===== config.mk =====
export PLATFORM = sky130hd
export DESIGN_NAME = lite16_uart_tx_flat
export DESIGN_NICKNAME = d
export VERILOG_FILES = /design/src/rtl/lite16_uart_tx_if.sv /design/src/rtl/lite16_uart_tx.sv /design/src/flat_wrapper.sv
export SDC_FILE = /design/constraint.sdc
export NUM_CORES = 1
export LEC_CHECK = 0
export CORE_UTILIZATION = 50
export CTS_CLUSTER_DIAMETER = 40
export DETAILED_ROUTE_END_ITERATION = 12
export PLACE_DENSITY_LB_ADDON = 0.12
export SETUP_SLACK_MARGIN = 0.1
export SYNTH_ARGS = -nofsm -noshare
export SYNTH_HDL_FRONTEND = slang
export SYNTH_SLANG_ARGS = --single-unit

===== constraint.sdc =====
create_clock -name clk -period 3.6 [get_ports clk]
set_clock_uncertainty 0.05 [all_clocks]
set_input_delay 0.72 -clock clk [delete_from_list [all_inputs] [get_ports clk]]
set_output_delay 0.72 -clock clk [all_outputs]
set_load 0.005 [all_outputs]

===== src/rtl/lite16_uart_tx_if.sv =====
// CPU data-bus view of the lite16 UART TX peripheral: store strobe, address, data and status readback.
interface lite16_uart_tx_if;
   logic        wr_en;
   logic [15:0] addr;
   logic [15:0] wr_data;
   logic [15:0] rd_data;

   modport master (output wr_en, output addr, output wr_data, input rd_data);
   modport slave  (input wr_en, input addr, input wr_data, output rd_data);
endinterface


===== src/rtl/lite16_uart_tx.sv =====
// Memory-mapped 8N1 UART transmitter: CPU stores to BASE_ADDR feed a byte FIFO drained onto tx.
// BASE_ADDR+1 holds the status word {overflow, fifo_full, busy}; writing bit 2 clears overflow.
module lite16_uart_tx #(
   parameter int unsigned CLK_DIV    = 16,
   parameter int unsigned FIFO_DEPTH = 4,
   parameter logic [15:0] BASE_ADDR  = 16'hFF00
) (
   input  logic            clk,
   input  logic            rst,
   lite16_uart_tx_if.slave bus,
   output logic            tx,
   output logic            busy,
   output logic            fifo_full
);
   localparam int unsigned DIV_W = (CLK_DIV > 1) ? $clog2(CLK_DIV) : 1;
   localparam int unsigned PTR_W = (FIFO_DEPTH > 1) ? $clog2(FIFO_DEPTH) : 1;
   localparam int unsigned CNT_W = PTR_W + 1;
   localparam logic [15:0]      CTRL_ADDR = BASE_ADDR + 16'd1;
   localparam logic [DIV_W-1:0] DIV_LAST  = DIV_W'(CLK_DIV - 1);
   localparam logic [CNT_W-1:0] CNT_FULL  = CNT_W'(FIFO_DEPTH);

   typedef enum logic [1:0] {IDLE, START, DATA, STOP} state_t;

   state_t           state;
   logic [7:0]       mem [FIFO_DEPTH];
   logic [PTR_W-1:0] wr_ptr;
   logic [PTR_W-1:0] rd_ptr;
   logic [CNT_W-1:0] count;
   logic             overflow;
   logic [7:0]       shift_reg;
   logic [2:0]       bit_cnt;
   logic [DIV_W-1:0] div_cnt;

   logic push_req;
   logic push_ok;
   logic pop;
   logic clr_ovf;
   logic div_done;
   logic fifo_nonempty;
   logic unused_bits;

   assign push_req      = bus.wr_en && (bus.addr == BASE_ADDR);
   assign clr_ovf       = bus.wr_en && (bus.addr == CTRL_ADDR) && bus.wr_data[2];
   assign fifo_full     = (count == CNT_FULL);
   assign fifo_nonempty = (count != '0);
   assign push_ok       = push_req && !fifo_full;
   assign div_done      = (div_cnt == DIV_LAST);
   // A pop happens from IDLE, or at the last cycle of STOP so frames chain without a gap.
   assign pop           = fifo_nonempty && ((state == IDLE) || ((state == STOP) && div_done));
   assign busy          = (state != IDLE) || fifo_nonempty;
   assign bus.rd_data   = (bus.addr == CTRL_ADDR) ? {13'b0, overflow, fifo_full, busy} : 16'h0000;
   assign unused_bits   = ^bus.wr_data[15:8];

   // FIFO pointers, occupancy and sticky overflow; a drop when full wins over a same-cycle clear.
   always_ff @(posedge clk) begin
      if (!rst) begin
         wr_ptr   <= '0;
         rd_ptr   <= '0;
         count    <= '0;
         overflow <= 1'b0;
      end else begin
         if (push_ok) wr_ptr <= wr_ptr + PTR_W'(1);
         if (pop)     rd_ptr <= rd_ptr + PTR_W'(1);
         count <= count + CNT_W'(push_ok) - CNT_W'(pop);
         if (push_req && fifo_full) overflow <= 1'b1;
         else if (clr_ovf)          overflow <= 1'b0;
      end
   end

   always_ff @(posedge clk) begin
      if (push_ok) mem[wr_ptr] <= bus.wr_data[7:0];
   end

   // Frame sequencer; tx is registered and always holds the level of the current bit period.
   always_ff @(posedge clk) begin
      if (!rst) begin
         state     <= IDLE;
         tx        <= 1'b1;
         shift_reg <= '0;
         bit_cnt   <= '0;
         div_cnt   <= '0;
      end else begin
         case (state)
            IDLE: begin
               tx <= 1'b1;
               if (pop) begin
                  shift_reg <= mem[rd_ptr];
                  div_cnt   <= '0;
                  tx        <= 1'b0;
                  state     <= START;
               end
            end
            START: begin
               if (div_done) begin
                  div_cnt <= '0;
                  bit_cnt <= '0;
                  tx      <= shift_reg[0];
                  state   <= DATA;
               end else begin
                  div_cnt <= div_cnt + DIV_W'(1);
               end
            end
            DATA: begin
               if (div_done) begin
                  div_cnt <= '0;
                  if (bit_cnt == 3'd7) begin
                     tx    <= 1'b1;
                     state <= STOP;
                  end else begin
                     shift_reg <= shift_reg >> 1;
                     bit_cnt   <= bit_cnt + 3'd1;
                     tx        <= shift_reg[1];
                  end
               end else begin
                  div_cnt <= div_cnt + DIV_W'(1);
               end
            end
            STOP: begin
               if (div_done) begin
                  div_cnt <= '0;
                  if (pop) begin
                     shift_reg <= mem[rd_ptr];
                     tx        <= 1'b0;
                     state     <= START;
                  end else begin
                     tx    <= 1'b1;
                     state <= IDLE;
                  end
               end else begin
                  div_cnt <= div_cnt + DIV_W'(1);
               end
            end
            default: begin
               tx    <= 1'b1;
               state <= IDLE;
            end
         endcase
      end
   end
endmodule


===== src/flat_wrapper.sv =====
// flat-port wrapper written by rule: the top's interface ports become plain ports
module lite16_uart_tx_flat 
#(
   parameter int unsigned CLK_DIV    = 16,
   parameter int unsigned FIFO_DEPTH = 4,
   parameter logic [15:0] BASE_ADDR  = 16'hFF00
)
  (clk, rst, tx, busy, fifo_full, bus_wr_en, bus_addr, bus_wr_data, bus_rd_data);
  lite16_uart_tx_if bus_i ();
  input  logic clk;
  input  logic rst;
  output logic tx;
  output logic busy;
  output logic fifo_full;
  input wire logic [$bits(bus_i.wr_en)-1:0] bus_wr_en;
  input wire logic [$bits(bus_i.addr)-1:0] bus_addr;
  input wire logic [$bits(bus_i.wr_data)-1:0] bus_wr_data;
  output wire logic [$bits(bus_i.rd_data)-1:0] bus_rd_data;
  assign bus_i.wr_en = bus_wr_en;
  assign bus_i.addr = bus_addr;
  assign bus_i.wr_data = bus_wr_data;
  assign bus_rd_data = bus_i.rd_data;
  lite16_uart_tx #(.CLK_DIV(CLK_DIV), .FIFO_DEPTH(FIFO_DEPTH), .BASE_ADDR(BASE_ADDR)) u_core (.clk(clk), .rst(rst), .bus(bus_i), .tx(tx), .busy(busy), .fifo_full(fifo_full));
endmodule

==> flow_results.org, run 1 <==
** Setup path
- Together, buffers and inverters on the worst path number 3.
- Largest fanout of any net on the critical path :: 2
- Worst setup path category :: input port to output pin
- Arr. time, crit path :: between 2 and 3 ns
- The critical path goes through clkdlybuf4s50_1 -> or4b_4 -> or4_4 -> buf_6 -> nor4b_2 -> buf_2.
- At the worst endpoint, the required time is ~2.8 ns.
- Kind of cell adding the most delay to the critical path :: simple AND/OR/NAND/NOR gates
- Worst Setup End Kind :: output pin
- Slowest stage cell on the critical path :: sky130_fd_sc_hd__or4_4
- Startpoint class of the critical path :: input port
- Maximum cell stage delay along the critical path :: about 0.54 ns

** Floorplan
- Pin placement for this block handled between 50 and 60 I/O pins.
- Die outline height :: between 70 and 80 um
- The initial utilization of the core area, before any placement, comes to 0.524.
- Row count :: 27
- Area of the die :: a little over 6000 sq um
- The die is around 78 um wide.
- Area of the core :: ~5600 sq um

** Finish
- The library cell used most frequently in the layout, excluding fill and tap cells, is sky130_fd_sc_hd__edfxtp_1.
- 0 antenna diodes ended up in the layout.
- Fraction of final layout cells sized beyond drive strength 1 :: 0.162
- Fill cells in the final layout number around 450.
- Most used cells in the layout excluding fill and tap cells :: 32 x sky130_fd_sc_hd__edfxtp_1, 28 x sky130_fd_sc_hd__dfxtp_1, 25 x sky130_fd_sc_hd__clkdlybuf4s50_1, 15 x sky130_fd_sc_hd__ha_1
- Relative to the synthesized area, the layout overhead comes to 21.9%.
- At the end of the flow the core is filled with cells to 0.639.
- Summing all multi-input logic gate instances after layout gives 1250 sq um.
- Summing all flip-flop and latch instances after layout gives 1520 sq um.
- After routing the design area is 3560 sq um.
- The net count of the finished layout is 330.
- Largest register FFs :: 32

** Yosys
- In this run, synthesis inferred 32 flip-flops with an integrated enable.
- By area the synthesized netlist is led by sky130_fd_sc_hd__edfxtp_1 33%, sky130_fd_sc_hd__dfxtp_1 19%, sky130_fd_sc_hd__ha_1 6.4%.
- Yosys top cell area share :: 0.329
- Post-synthesis instance area :: just under 3000 sq um
- Top_reg_cell synth :: sky130_fd_sc_hd__edfxtp_1
- After synthesis, the mean cell area works out to approximately 12 sq um.
- Yosys reg bits :: 60
- Count of cell types in the netlist :: 50
- Number of cells produced by synthesis :: 236
- Of all cell types, the one taking the most synthesized area is sky130_fd_sc_hd__edfxtp_1.
- Sequential area share after synthesis :: 0.521
- After synthesis, the share of flip-flops with an asynchronous set or reset is 0.
- Yosys printed 0 warnings.

** Detailed routing
- The first TritonRoute pass finished after 4 iterations.
- Detailed routing inserted a total of about 1900 vias.
- For this run, design rule violations remaining after detail routing come to 0.
- Total detailed-routing wirelength :: between 4000 and 5000 um
- Antenna-violating nets left :: 0
- In the routed layout, each cell is associated on average with a via count of ~5.2.
- The first routing iteration left 83 violations.
- In the final routed layout, each cell accounts on average for 13.9 um.

** Clock tree
- Counting along the longest clock path gives a buffer depth of 2.
- Library cell used as clock root buffer :: sky130_fd_sc_hd__clkbuf_8
- Clock insertion delay at the later pin of the skew report :: 0.33 ns
- Clock tree from TritonCTS :: done
- Number of buffers added by the clock tree synthesis step :: 9
- Counting every sink on the clock net gives 60.
- CTS HTree Levels :: 3
- After clock tree synthesis, the flow added hold-fix buffers numbering 0.
- Clock-pin slew reported for the worst setup and hold paths after clock tree synthesis :: around 0.06 ns

** Placement
- Once detailed placement completed, the half-perimeter wirelength came to 3410 um.
- In this run the cell area measured after placement is about 3300 sq um.
- Count of input and output buffers :: 32
- Routability-driven placement finished with a final weighted congestion of approximately 0.74.

** Power
- Power density relative to cell area :: 650 nW/um^2
- Worst voltage drop across the vdd grid :: 0.000428 V
- Static leakage power :: 1.45 nW

** Timing
- RSZ-0062 raised after global routing :: false
- Post-route minimum period :: between 3 and 4 ns
- Static timing analysis puts the maximum clock frequency at about 290 MHz.
- Slew at the pin closest to its max-slew limit :: 0.622 ns
- Headroom to the max-slew limit came out at 0.584.
- Pins Over Slew Limit :: 0
- Post-route fraction of the period consumed by the critical path :: 0.960
- Number of setup violations in the final report :: 0
- Hold Fails Final Rpt :: 0

** Outcome
- Run status :: completed

** Global route
- Largest net degree at the start of global routing :: 18
- Vias in the first global route :: around 1800
- For this run the aggregate overflow at the end of global routing stands at 0.
- In the global route stage, overall resource usage came out at 0.177.
- The number of antenna violations at the first check in global routing came to 0.
- The first global-routing pass estimated just over 8000 um of wire.

** Worst hold path
- Hold Crit Class :: flip-flop to flip-flop

** Flow run
- The tool flagged a number of max-cap violations equal to 0.
-- Yosys cell counts (2+ instances only) --
library cell,count
sky130_fd_sc_hd__a21o_1,2
sky130_fd_sc_hd__o21ai_1,2
sky130_fd_sc_hd__or4_4,2
sky130_fd_sc_hd__mux4_2,8
sky130_fd_sc_hd__clkbuf_1,5
sky130_fd_sc_hd__inv_2,3
sky130_fd_sc_hd__xnor2_1,2
sky130_fd_sc_hd__o31ai_1,7
sky130_fd_sc_hd__ha_1,15
sky130_fd_sc_hd__inv_1,13
sky130_fd_sc_hd__dfxtp_1,28
sky130_fd_sc_hd__a21boi_0,2
sky130_fd_sc_hd__and3_1,3
sky130_fd_sc_hd__nor2b_1,6
sky130_fd_sc_hd__o21ai_0,4
sky130_fd_sc_hd__nor4b_2,2
sky130_fd_sc_hd__edfxtp_1,32
sky130_fd_sc_hd__nor4_1,2
sky130_fd_sc_hd__mux2i_1,11
sky130_fd_sc_hd__and2_1,9
sky130_fd_sc_hd__nand2_1,11
sky130_fd_sc_hd__buf_2,3
sky130_fd_sc_hd__a21boi_1,2
sky130_fd_sc_hd__nor3_1,2
sky130_fd_sc_hd__nor2_1,4
sky130_fd_sc_hd__or2_1,2
sky130_fd_sc_hd__buf_4,13
sky130_fd_sc_hd__nand4_1,7
sky130_fd_sc_hd__nand3_1,3
sky130_fd_sc_hd__a21oi_1,11
-- per-stage QoR --
| step | total power, mW | cells | hold WS, ns | setup WS (ns) | TNS (ns) |
|---|---|---|---|---|---|
| 6_report | 2.32 | 356 | 0.412 | 0.142 | 0 |
| 3_3_place_gp | 1.60 | 339 | 0.392 | -0.158 | -0.191 |
| 5_1_grt | 2.45 | 356 | 0.452 | 0.107 | 0 |
| 3_5_place_dp | 1.61 | 339 | 0.404 | -0.182 | -0.254 |
| 2_1_floorplan | 1.42 | 248 | 0.378 | 0.770 | 0 |
| 4_1_cts | 2.34 | 356 | 0.413 | 0.000983 | 0 |
-- worst paths after layout --
| kind | start | end | slack, ns | cells after the start |
|---|---|---|---|---|
| setup / recovery | bus_addr[15] | bus_rd_data[1] | 0.14 | 6 |
| hold / removal | u_core.shift_reg[7] | u_core.shift_reg[7] | 0.41 | 2 |
| setup reg to reg | u_core.state[0] | u_core.count[2] | 0.96 | 12 |
| hold reg to reg | u_core.shift_reg[7] | u_core.shift_reg[7] | 0.41 | 2 |
-- layer usage --
| metal | routed length (um) | track usage |
|---|---|---|
| met5 | 0 | 0 |
| met2 | 2460 | 0.296 |
| met3 | 174 | 0.0663 |
| met4 | 63 | 0.0556 |
| met1 | 2230 | 0.212 |
-- power breakdown --
group / internal, mW / switching (mW)
clock: 0.461 / 0.263
combinational: 0.354 / 0.358
sequential: 0.797 / 0.0821
-- cell type report --
cell class | instances | area share
timing repair buffer | 41 | 0.111
clock inverter | 6 | 0.0316
clock buffer | 10 | 0.0359
multi-input combinational | 151 | 0.352
tap | 72 | 0.0253
sequential | 60 | 0.427
inverter | 16 | 0.0169
-- logic make-up (layout without fill, tap and decap cells) --
kind of cell	after synthesis	after routing	synth area share
other	1	13	0.00128
multiplexers	19	19	0.0994
AO/OA/AOI/OAI	38	38	0.0883
AND/OR/NAND/NOR	62	62	0.144
flip-flops	60	60	0.521
adder cells (fa/ha/maj)	16	16	0.0712
buffers and inverters	37	73	0.0656
XOR/XNOR	3	3	0.00900
-- timing repair --
| item | 4_1_cts | 5_1_grt |
|---|---|---|
| gates resized for setup | 4 | 8 |
| setup endpoints to repair | 3 | 2 |
| hold endpoints to repair | 0 | 0 |
| pin swaps | 1 | 4 |
| buffers inserted | 1 | 0 |
-- worst min-delay path: stages, from the launching register on --
cell and delay [ns]:
sky130_fd_sc_hd__dfxtp_1 0.31, sky130_fd_sc_hd__nand2_1 0.05, sky130_fd_sc_hd__o21ai_1 0.05
No activity file was read; power rests on OpenSTA's default activity.
==> run 2: changes to the inputs <==
--- a/config.mk
+++ b/config.mk
@@ -5,6 +5,7 @@
 export SDC_FILE = /design/constraint.sdc
 export NUM_CORES = 1
 export LEC_CHECK = 0
+export CAP_MARGIN = 40
 export CORE_UTILIZATION = 50
 export CTS_CLUSTER_DIAMETER = 40
 export DETAILED_ROUTE_END_ITERATION = 12
==> results of run 2 <==
The final DEF is identical to that of run 1; final timing and power are the same.
==> run 3: changes to the inputs <==
--- a/config.mk
+++ b/config.mk
@@ -6,6 +6,7 @@
 export NUM_CORES = 1
 export LEC_CHECK = 0
 export CAP_MARGIN = 40
+export CORE_MARGIN = 10
 export CORE_UTILIZATION = 50
 export CTS_CLUSTER_DIAMETER = 40
 export DETAILED_ROUTE_END_ITERATION = 12
==> flow_results.org, run 3 (synthesized netlist as in run 1, its figures left out) <==
** Setup path
- STA puts the critical path data required time at around 2.8 ns.
- Largest fanout of any net on the critical path :: 3
- The signal on the critical path passes through clkdlybuf4s50_1 -> or4b_4 -> or4_4 -> nor4b_4 -> clkbuf_2.
- STA classifies the critical path endpoint as an output pin.
- Maximum cell stage delay along the critical path :: about 0.58 ns
- Among all stages on the critical path, the largest delay is contributed by sky130_fd_sc_hd__or4_4.
- Reg-to-reg critical path startpoint :: u_core.state[0]
- Startpoint class of the critical path :: input port
- Data arrives at the worst endpoint at 2.60 ns.
- The critical path is of the input port to output pin type.
- Grouping stages by cell kind, the critical path spends the most delay in simple AND/OR/NAND/NOR gates.
- Across all register-to-register paths, the minimum setup slack is approximately 0.96 ns.
- The most critical setup path has its startpoint at bus_addr[5].
- Together, buffers and inverters on the worst path number 2.

** Detailed routing
- Antenna-violating nets left :: 0
- The detailed router used layers up to and including met4.
- Routed wire length per instance :: about 15 um
- Remaining routing DRC violations :: 0
- Vias per std cell :: about 5.2
- Initial detailed-routing violation count :: 59
- The first detailed-routing pass took 4 iterations.
- DR vias :: between 1500 and 2000
- After detailed routing, the wire length on met1 is 2200 um.
- Detailed routing placed a total of 2600 um of wire on met2.
- Summed over all layers, the routed wires come to 5180 um.
- Wire segments on met3 add up to 321 um in the final route.

** Global route
- In the global route stage, overall resource usage came out at 0.120.
- Number of antenna violations at the first check in global routing :: 0
- Vias in the first global route :: 1816
- Global-route wire length before repair :: 8560 um
- Entering global routing, the biggest net connects 17 pins.
- For this run the aggregate overflow at the end of global routing stands at 0.

** Floorplan
- 54 I/O pins were placed.
- Area of the core :: 5570 sq um
- Die outline height :: 96.4 um
- Horizontal die dimension :: between 90 and 100 um
- The initial utilization of the core area, before any placement, comes to 0.524.
- The die covers ~9300 sq um.
- Row count :: 27

** Flow run
- Max-cap violations in this run came to 0.

** Outcome
- Run status :: completed

** Timing
- For the pin with the worst max-slew slack, the measured transition is 0.831 ns.
- Dividing the final minimum period by the clock period gives 0.936.
- Number of setup violations in the final report :: 0
- Hold timing on the final database bottoms out at a slack of between 0.4 and 0.5 ns.
- Worst slew margin relative to its limit :: 0.445
- Peak clock frequency supported by timing :: 297 MHz
- Setup repair after global routing left no endpoint under its margin.
- Hold Fails Final Rpt :: 0
- The final-report max-slew violation count is 0.
- Post-route minimum period :: between 3 and 4 ns
- In the post-route analysis, the smallest setup slack over all paths is ~0.23 ns.
- Total negative slack :: 0 ns

** Finish
- The top cell types in the final layout, fill and taps aside, are 32 x sky130_fd_sc_hd__edfxtp_1, 29 x sky130_fd_sc_hd__clkdlybuf4s50_1, 28 x sky130_fd_sc_hd__dfxtp_1, 15 x sky130_fd_sc_hd__ha_1.
- For this run, the share of the core covered by cells in the final layout is 0.628.
- Largest register FFs :: 32
- Leaving out fill and tap cells, the most frequent cell in the layout is sky130_fd_sc_hd__edfxtp_1.
- Of the cells placed in the final design, the portion with a size suffix greater than 1 is 0.155.
- The repair_antennas step left the layout with diodes totalling 0.
- Nets@finish :: between 300 and 400
- Compared with the post-synthesis result, the final layout area differs by 20.0%.
- Count of non-filler cells in the finished layout :: between 300 and 400

** Clock tree
- CTS HTree Levels :: 3
- Clock tree from TritonCTS :: done
- The tree is rooted in a sky130_fd_sc_hd__clkbuf_8.
- Clock tree synthesis found a total of 60 sinks.
- Buffers inserted to repair hold after CTS numbered 0.
- The clock reaches the later pin of the worst-skew pair after between 0.3 and 0.4 ns.
- Maximum buffer depth of the clock tree :: 2
- In this run, CTS created clock tree buffers numbering 9.
- After clock tree synthesis, the clock-pin slew on the worst setup and hold paths is approximately 0.070 ns.

** Power
- The worst-case IR drop observed on VDD is ~0.00038 V.
- Power density relative to cell area :: about 630 nW/um^2
- Static leakage power :: approximately 1.4 nW

** Placement
- Summed over all nets, the half-perimeter wirelength after detailed placement is ~3900 um.
- Number of cells after detailed placement :: roughly 340
- Count of input and output buffers :: 32
- Setup WS pre-CTS :: -0.174 ns
- The congestion estimate from routability-driven global placement came to a little under 0.8.

** Worst hold path
- The worst hold path begins at u_core.shift_reg[7].
- The path class of the tightest hold or removal check is flip-flop to flip-flop.
[run 3: final timing paths]
kind,endpoint,depth (start not counted)
setup / recovery,bus_rd_data[1],5
hold / removal,u_core.shift_reg[7],2
setup reg to reg,u_core.count[2],12
hold reg to reg,u_core.shift_reg[7],2
[run 3: final cells by class]
| type | instances | area, sq um |
|---|---|---|
| clock buffers | 9 | 124 |
| clock inverters | 7 | 73.8 |
| fillers | 450 | 2070 |
| inverters | 16 | 60.1 |
| multi-input cells | 151 | 1260 |
| flip-flops and latches | 60 | 1520 |
| well taps | 72 | 90.1 |
| repair buffers | 40 | 373 |
[run 3: power by group]
part	switching (mW)	internal (mW)	leakage, nW
Sequential	0.0863	0.797	0.517
Combinational	0.355	0.357	0.770
Clock	0.277	0.324	0.102
[run 3: what timing repair did]
action,in CTS,in global routing
gates resized for setup,3,3
hold endpoints to repair,0,0
setup endpoints to repair,3,1
buffers inserted,0,0
pin swaps,0,1
[run 3: per-stage QoR]
stage,power (mW),cell area (sq um)
floorplan,1.42,2960
global placement,1.60,3300
detailed placement,1.61,3300
CTS,2.21,3500
global route,2.35,3500
finish,2.20,3500
[run 3: tightest hold or removal path: stages, from the launching register on]
cell	delay, ns
sky130_fd_sc_hd__dfxtp_1	0.31
sky130_fd_sc_hd__nand2_1	0.05
sky130_fd_sc_hd__o21ai_1	0.05
[run 3: metal layers]
layer  up-vias  GRT usage
met4         0     0.0363
li1        934          -
met5         -          0
met1       880      0.137
met2        30      0.200
met3         7     0.0524
